### src/rtl/gpu_pkg.sv
// Shared GPU types: fp32 words, vertex bundles and the
// triangle sequencer state encoding.
package gpu_pkg;

    typedef logic [31:0] fp32_t;
    typedef fp32_t vertex_t [3];

    localparam int WORDS_PER_TRI = 9;

    typedef enum logic [2:0] {
        S_IDLE,
        S_FETCH,
        S_START,
        S_WAIT_DONE,
        S_SWAP_WAIT
    } seq_state_t;

endpackage

### src/rtl/triangle_sequencer.sv
// Frame command stage: fetches each triangle's nine fp32 words,
// kicks the rasterizer, then swaps buffers on a vsync falling edge.
module triangle_sequencer
    import gpu_pkg::*;
#(
    parameter int ADDR_W       = 8,
    parameter int START_CYCLES = 4
) (
    input  logic              clk,
    input  logic              areset_n,
    input  logic              go,
    input  logic [7:0]        tri_count,
    input  logic [ADDR_W-1:0] base_addr,
    output logic [ADDR_W-1:0] vmem_addr,
    input  logic [31:0]       vmem_rdata,
    output vertex_t           p1,
    output vertex_t           p2,
    output vertex_t           p3,
    output logic              raster_start,
    input  logic              raster_done,
    input  logic              vga_vs,
    output logic              buffer_select,
    output logic              busy,
    output logic              frame_done
);

    localparam int AW_X = ADDR_W + 4;
    localparam int SC_W = (START_CYCLES > 1) ? $clog2(START_CYCLES) : 1;
    localparam logic [SC_W-1:0] SC_LAST = SC_W'(START_CYCLES - 1);
    localparam logic [3:0] I_LAST = 4'd9;

    seq_state_t        state_q, state_d;
    logic [7:0]        t_q, t_d;
    logic [7:0]        cnt_q, cnt_d;
    logic [3:0]        i_q, i_d;
    logic [SC_W-1:0]   sc_q, sc_d;
    logic [ADDR_W-1:0] base_q, base_d;
    logic              buf_q, buf_d;
    logic              fd_q, fd_d;
    logic              vs_q;
    fp32_t             words_q [WORDS_PER_TRI];
    fp32_t             words_d [WORDS_PER_TRI];

    // Word address of the current fetch, widened so 9t+i cannot
    // overflow before wrapping to the memory size.
    assign vmem_addr = ADDR_W'(AW_X'(base_q)
                     + AW_X'(t_q) * AW_X'(WORDS_PER_TRI)
                     + AW_X'(i_q));

    assign p1 = '{words_q[0], words_q[1], words_q[2]};
    assign p2 = '{words_q[3], words_q[4], words_q[5]};
    assign p3 = '{words_q[6], words_q[7], words_q[8]};

    assign raster_start  = (state_q == S_START);
    assign busy          = (state_q != S_IDLE);
    assign buffer_select = buf_q;
    assign frame_done    = fd_q;

    // Next-state, counters and vertex capture.
    always_comb begin
        state_d = state_q;
        t_d     = t_q;
        cnt_d   = cnt_q;
        i_d     = i_q;
        sc_d    = sc_q;
        base_d  = base_q;
        buf_d   = buf_q;
        fd_d    = 1'b0;
        words_d = words_q;
        unique case (state_q)
            S_IDLE: begin
                if (go) begin
                    cnt_d  = tri_count;
                    base_d = base_addr;
                    t_d    = '0;
                    i_d    = '0;
                    if (tri_count == 8'd0) state_d = S_SWAP_WAIT;
                    else                   state_d = S_FETCH;
                end
            end
            S_FETCH: begin
                for (int k = 0; k < WORDS_PER_TRI; k++) begin
                    if (i_q == 4'(k + 1)) words_d[k] = vmem_rdata;
                end
                if (i_q == I_LAST) begin
                    i_d     = '0;
                    sc_d    = '0;
                    state_d = S_START;
                end else begin
                    i_d = i_q + 4'd1;
                end
            end
            S_START: begin
                if (sc_q == SC_LAST) state_d = S_WAIT_DONE;
                else                 sc_d    = sc_q + 1'b1;
            end
            S_WAIT_DONE: begin
                if (raster_done) begin
                    t_d = t_q + 8'd1;
                    i_d = '0;
                    if ({1'b0, t_q} + 9'd1 < {1'b0, cnt_q})
                        state_d = S_FETCH;
                    else
                        state_d = S_SWAP_WAIT;
                end
            end
            S_SWAP_WAIT: begin
                if (vs_q && !vga_vs) begin
                    buf_d   = ~buf_q;
                    fd_d    = 1'b1;
                    state_d = S_IDLE;
                end
            end
            default: state_d = S_IDLE;
        endcase
    end

    // State and datapath registers; reset aborts any frame.
    always_ff @(posedge clk or negedge areset_n) begin
        if (!areset_n) begin
            state_q <= S_IDLE;
            t_q     <= '0;
            cnt_q   <= '0;
            i_q     <= '0;
            sc_q    <= '0;
            base_q  <= '0;
            buf_q   <= 1'b0;
            fd_q    <= 1'b0;
            vs_q    <= 1'b0;
            for (int k = 0; k < WORDS_PER_TRI; k++) words_q[k] <= '0;
        end else begin
            state_q <= state_d;
            t_q     <= t_d;
            cnt_q   <= cnt_d;
            i_q     <= i_d;
            sc_q    <= sc_d;
            base_q  <= base_d;
            buf_q   <= buf_d;
            fd_q    <= fd_d;
            vs_q    <= vga_vs;
            for (int k = 0; k < WORDS_PER_TRI; k++) words_q[k] <= words_d[k];
        end
    end

endmodule

### config.mk
export PLATFORM = sky130hd
export DESIGN_NAME = triangle_sequencer
export DESIGN_NICKNAME = d
export VERILOG_FILES = /design/src/rtl/gpu_pkg.sv /design/src/rtl/triangle_sequencer.sv
export SDC_FILE = /design/constraint.sdc
export NUM_CORES = 1
export LEC_CHECK = 0
export ABC_AREA = 0
export ABC_CLOCK_PERIOD_IN_PS = 4600
export BUFFER_PORTS_ARGS = -buffer_cell sky130_fd_sc_hd__buf_2
export CAP_MARGIN = 40
export CORE_ASPECT_RATIO = 0.9
export CORE_MARGIN = 5
export CORE_UTILIZATION = 40
export CTS_CLUSTER_DIAMETER = 200
export DETAILED_ROUTE_END_ITERATION = 16
export PLACE_DENSITY_LB_ADDON = 0.3
export SLEW_MARGIN = 20
export SYNTH_ARGS = -nofsm -noshare
export SYNTH_HDL_FRONTEND = slang
export SYNTH_SLANG_ARGS = --single-unit
### constraint.sdc
create_clock -name clk -period 4.6 [get_ports clk]
set_input_delay 0.92 -clock clk [delete_from_list [all_inputs] [get_ports clk]]
set_output_delay 0.92 -clock clk [all_outputs]
set_load 0.02 [all_outputs]
==> impl_metrics.ini, run 1 <==
[clocking]
cts_tree = yes
htree_levels = 2
cts_sinks = 324
cts.clk_slew.worst_paths_ns = 0.06
cts_buffers = 35
worstSkewPairLatency_ns = 0.52
root_buffer = clkbuf_16
cts_max_path_buffers = 3
ctsHoldBuffers = 0

[grt]
grt_max_degree = 108
grt_pass1_vias = 9262
track_usage_pct = 19.0
overflow = 0
grt_pass1_wl_um = 55400
antenna_found_initial = 0

[power]
power_mw = 13.7
ir_drop_uv = 417
combPwrFrac_pct = 44.1
switchingPower_mw = 5.46
cellLeakagePower_nw = 8.02
pwr-share-clk_pct = 19.9
power_density_nw_per_um2 = 828
seq_power_share_pct = 36.0
p_sw_share_pct = 39.8
p_int_mw = 8.25

[synth]
synth_ff_type = dfrtp_1
synth_top_area_share_pct = 61.0
synth_area_leader_cell = dfrtp_1
syn_area_sq_um = 13300
yosysSeqAreaShare_pct = 61.0
syn_nets = 951
synth_area_leaders = dfrtp_1 (61%), mux2_2 (24%), ha_1 (2.3%)
synth_cell_types = 51
synth_area_per_cell_sq_um = 15.3
yosys_warnings = 0
synth-edff-count = 0
synth_cells = 866
async_flop_share_pct = 100
ys_ff_latch = 324

[timing]
relSlewSlack_pct = 43.8
fin_tns_setup_ns = 0
fin_skew_ns = 0.0185
period_needed_ns = 4.39
period_share_pct = 95.5
worst_slack_ns = 0.205
fmax_mhz = 228
setup_violations = 0
holdWs_ns = 0.440
timing_hold_violations_final = 0
rsz0062_at_grt = no
slew_viol_final = 0
worst-slew-pin-transition_ns = 0.843

[setup_path]
worstSetupPathDepth = 12
regToRegStartpoint = state_q[2]
cp_cell_sequence = inv_1, fa_1, inv_1, ha_1, ha_1, ha_1, a21o_1, a21oi_1, o21bai_1, a21oi_1, xnor2_1, buf_2
reg2reg_depth = 6
crit_path_start_kind = flip-flop
worstPathMaxFanout = 6
critPathArrivalTime_ns = 3.47
critPathKind = reg2out
slowest_delay_ns = 0.51
worstPathRequired_ns = 3.68
crit_top_cell = ha_1
endpoint_kind = primary output
crit_buf_inv = 3
critPathTopFamily = adder cells
critPathLaunch = i_q[3]
critical_path.slowest_cell = fa_1

[die]
rows = 63
fp.dieArea_sq_um = 37000
core_area_sq_um = 32900
start_util_pct = 40.4
die_y_um = 183
ios = 353
die_w_um = 202

[placed_design]
gp_congestion = 0.790
dp_hpwl_um = 23900
port_buffers = 352
dp_cells = 1619
post-place-ws_ns = 0.589
place_area_sq_um = 15400

[routing]
topRoutingLayerUsed = met4
num_vias = 8431
drt-met1-wl_um = 15300
first_iter_violations = 254
vias_per_cell = 5.02
met3_length_um = 2770
drc = 0
dr_wl_met2_um = 16200
postRouteAntennaNets = 0
wl_per_cell_um = 20.9
drtPass1Iterations = 4
drt-total-wl_um = 35000

[finish]
nNetsFinal = 1321
finalInstanceArea_sq_um = 16600
final_core_util_pct = 50.4
fin_cells = 1680
drive_gt1_share_pct = 57.8
syn2layout_area_growth_pct = 24.7
num_antenna_cells = 0

[job]
cap_viol_max_count = 0

[status]
status = finished, final reports clean

[hold_path]
hold_path.class = in2async
==> layout by cell type, fill, tap and decap left out, types with 2 or more instances in the layout <==
| cell | instances |
|---|---|
| clkbuf_16 | 36 |
| a31oi_1 | 2 |
| o21ai_0 | 25 |
| and3_1 | 3 |
| nand2_1 | 19 |
| or4_1 | 2 |
| mux2_1 | 9 |
| clkinv_2 | 8 |
| buf_8 | 2 |
| o21bai_1 | 2 |
| xnor2_1 | 13 |
| a22o_1 | 4 |
| buf_12 | 3 |
| buf_4 | 11 |
| fa_1 | 8 |
| mux2_4 | 2 |
| mux2_2 | 283 |
| clkbuf_8 | 7 |
| nor2_2 | 2 |
| a21oi_1 | 11 |
| nand3_4 | 2 |
| nor2_1 | 10 |
| ha_1 | 24 |
| dfrtp_1 | 323 |
| nor3_4 | 3 |
| nand3_1 | 11 |
| a21o_2 | 2 |
| nand2_2 | 4 |
| clkbuf_1 | 4 |
| inv_1 | 35 |
| nand2b_1 | 2 |
| and2_1 | 2 |
| a21o_1 | 4 |
| buf_2 | 351 |
| nor3_1 | 3 |
| xor2_1 | 3 |
==> worst paths after layout <==
path | endpoint | slack (ns)
worst min register to register | buffer_select | 0.46
worst max-delay path | vmem_addr[7] | 0.21
worst min-delay path | cnt_q[1] | 0.44
max in group asynchronous | p3[72] | 3.12
worst max register to register | p2[75] | 1.86
min in group clk | buffer_select | 0.46
==> cell type report <==
class / instances / area [sq um]
clock buffers: 47 / 1010
fillers: 2870 / 16300
clock inverters: 12 / 103
inverters: 36 / 135
well taps: 422 / 528
repair buffers: 367 / 1930
multi-input cells: 472 / 4750
flip-flops and latches: 324 / 8110
==> layer usage <==
layer | global-route usage, % | vias up
met5 | 0 | -
met4 | 4.89 | 0
met3 | 6.33 | 61
met2 | 30.1 | 252
met1 | 25.4 | 4334
li1 | - | 3784
==> registers in the layout, summed over array words and instances, names as in the netlist <==
register and count:
p1 96, p2 96, p3 96, base_q 8, cnt_q 8, t_q 8, i_q 4, state_q 3
sc_q 2, buffer_select 1, frame_done 1, vs_q 1
==> power groups by stage <==
stage	registers (mW)	clock network, mW	logic [mW]
floorplan	6.44	0	2.40
global placement	4.90	0	6.03
detailed placement	4.97	0	6.11
CTS	4.95	2.81	6.13
global route	5.12	2.94	6.50
finish	4.94	2.73	6.04
==> cell families after synthesis <==
logic type / Yosys count / synth area share (%)
mux: 295 / 25.1
fa+ha+maj: 32 / 3.47
flops: 324 / 61.0
xor+xnor: 16 / 1.06
buf+inv: 70 / 3.24
simple gates: 71 / 3.48
compound gates: 58 / 2.66
==> synth_stat cells, drive strengths merged, types with 2 or more instances <==
| library cell | number |
|---|---|
| buf | 28 |
| and2 | 2 |
| nor2 | 14 |
| nand3 | 13 |
| o21ai | 25 |
| nand2 | 23 |
| or4 | 2 |
| xnor2 | 13 |
| nand2b | 2 |
| mux2 | 294 |
| and3 | 3 |
| fa | 8 |
| a21o | 6 |
| nor3 | 6 |
| xor2 | 3 |
| dfrtp | 324 |
| inv | 36 |
| a22o | 4 |
| o21bai | 2 |
| a21oi | 11 |
| clkbuf | 6 |
| a31oi | 2 |
| ha | 24 |
==> worst register-to-register path: cells and delay by family, from the launching register on <==
kind | cells | cell delay, ns
simple gates | 4 | 1.31
flops | 1 | 0.49
mux | 1 | 0.39
buf+inv | 1 | 0.43
==> repair_timing <==
item | in CTS | in global routing
endpoints found under the setup margin | 1 | 1
gates resized for setup | 1 | 0
gates cloned | 0 | 0
setup buffers | 0 | 2
Note: power is estimated with default switching activity, not from simulation.
==> run 2, diff against run 1 <==
RECOVER_POWER = 100   (was default)
==> impl_metrics.ini, run 2 (synthesis results as in run 1) <==
[power]
power_mw = 13.3
power_density_nw_per_um2 = 831
ir_drop_uv = 368
cellLeakagePower_nw = 7.03

[finish]
nNetsFinal = 1321
finalInstanceArea_sq_um = 16000
drive_gt1_share_pct = 31.9
most-common-layout-cells = dfrtp_1 (323), clkbuf_1 (312), mux2_2 (283)
num_antenna_cells = 0
fin_cells = 1680
layout_commonest_cell = dfrtp_1
syn2layout_area_growth_pct = 20.2

[placed_design]
port_buffers = 352
place_area_sq_um = 15400
dp_cells = 1619
post-place-ws_ns = 0.589
gp_congestion = 0.790
dp_hpwl_um = 23900

[setup_path]
reg2reg_depth = 4
worstPathRequired_ns = 3.68
critPathKind = reg2out
crit_path_start_kind = flip-flop
r2r_slack_ns = 0.42
worstPathMaxFanout = 6
critPathArrivalTime_ns = 3.46
r2r-end = p1[47]
endpoint_kind = primary output
regToRegStartpoint = state_q[2]

[timing]
timing_hold_violations_final = 0
rsz0062_at_grt = no
period_share_pct = 95.3
relSlewSlack_pct = -80.6
worst-slew-pin-transition_ns = 2.71
setup_violations = 0
fmax_mhz = 228
period_needed_ns = 4.38
fin_tns_setup_ns = 0
worst_slack_ns = 0.216
slew_viol_final = 270
fin_skew_ns = 0.0215

[clocking]
htree_levels = 2
cts_max_path_buffers = 3
cts.clk_slew.worst_paths_ns = 0.06
cts_sinks = 324
cts_tree = yes
root_buffer = clkbuf_16
ctsHoldBuffers = 0
worstSkewPairLatency_ns = 0.52
cts_buffers = 35

[die]
ios = 353
core_area_sq_um = 32900
fp.dieArea_sq_um = 37000
die_w_um = 202
die_y_um = 183
start_util_pct = 40.4
rows = 63

[routing]
vias_per_cell = 5.02
drt-total-wl_um = 35100
wl_per_cell_um = 20.9
drtPass1Iterations = 4
postRouteAntennaNets = 0
num_vias = 8426
drc = 0
first_iter_violations = 219

[grt]
overflow = 0
grt_pass1_vias = 9262
grt_use_met1_pct = 25.4
busiest_layer = met2
track_usage_pct = 19.0
grt_max_degree = 108
antenna_found_initial = 0
grt_pass1_wl_um = 55400
grt.met2_usage_pct = 30.1
use_met3_pct = 6.33

[hold_path]
whs_endpoint = buffer_select
hold_path.class = reg2reg
worstHoldStart = buffer_select
min_path_cells = 1

[job]
cap_viol_max_count = 7

[status]
failed_checks = max-capacitance violations, max-slew violations
status = finished with violations
## run 2: cell count changes in the layout (fill, tap and decap cells not counted), sizes merged
cell    previous run  this run
buf              367        53
clkbuf            47       361
## run 2: area by class of cell
type,instances,area [sq um]
clock inverter,12,103
clock buffer,47,1010
tap,422,528
fill,3062,16900
timing repair buffer,367,1460
sequential,324,8110
multi-input combinational,472,4620
inverter,36,135
## run 2: routing by layer
| metal | routed length, um | vias up | share of wire, % |
|---|---|---|---|
| met5 | 0 | - | 0 |
| met3 | 2860 | 64 | 8.2 |
| met1 | 15100 | 4315 | 43 |
| li1 | - | 3788 | - |
| met4 | 856 | 0 | 2.4 |
| met2 | 16200 | 259 | 46 |
## run 2: critical path: stages, from the launching register on
cell and delay (ns):
dfrtp_1 0.44, inv_1 0.09, fa_1 0.53, inv_1 0.04
ha_1 0.27, ha_1 0.30, ha_1 0.30, a21o_1 0.18
a21oi_1 0.22, o21bai_1 0.09, a21oi_1 0.18, xnor2_1 0.13
clkbuf_2 0.19
## run 2: worst max path at each step
stage / from / end / slack (ns) / depth (start not counted)
3_5_place_dp: i_q[3] / vmem_addr[7] / 0.59 / 12
3_3_place_gp: i_q[3] / vmem_addr[7] / 0.57 / 12
5_1_grt: t_q[3] / vmem_addr[7] / 0.04 / 12
4_1_cts: i_q[3] / vmem_addr[7] / 0.12 / 12
6_report: t_q[3] / vmem_addr[7] / 0.22 / 12
2_1_floorplan: i_q[3] / vmem_addr[7] / 0.79 / 11
## run 2: stage by stage
| step | utilization [%] | hold slack (ns) |
|---|---|---|
| final | 48.6 | 0.467 |
| after global routing | 48.6 | 0.498 |
| after CTS | 50.3 | 0.465 |
| after detailed placement | 47.0 | 0.456 |
| after global placement | 46.9 | 0.459 |
| after floorplan | - | 0.465 |
## run 2: timing repair
item	CTS	global route
gates resized for setup	1	0
buffers inserted	0	2
endpoints found under the setup margin	1	1
cloned	0	0
## run 2: power breakdown
group	switching [mW]	internal [mW]	total, mW
Sequential	0.744	4.21	4.95
Combinational	3.55	2.03	5.59
Clock	1.13	1.60	2.73
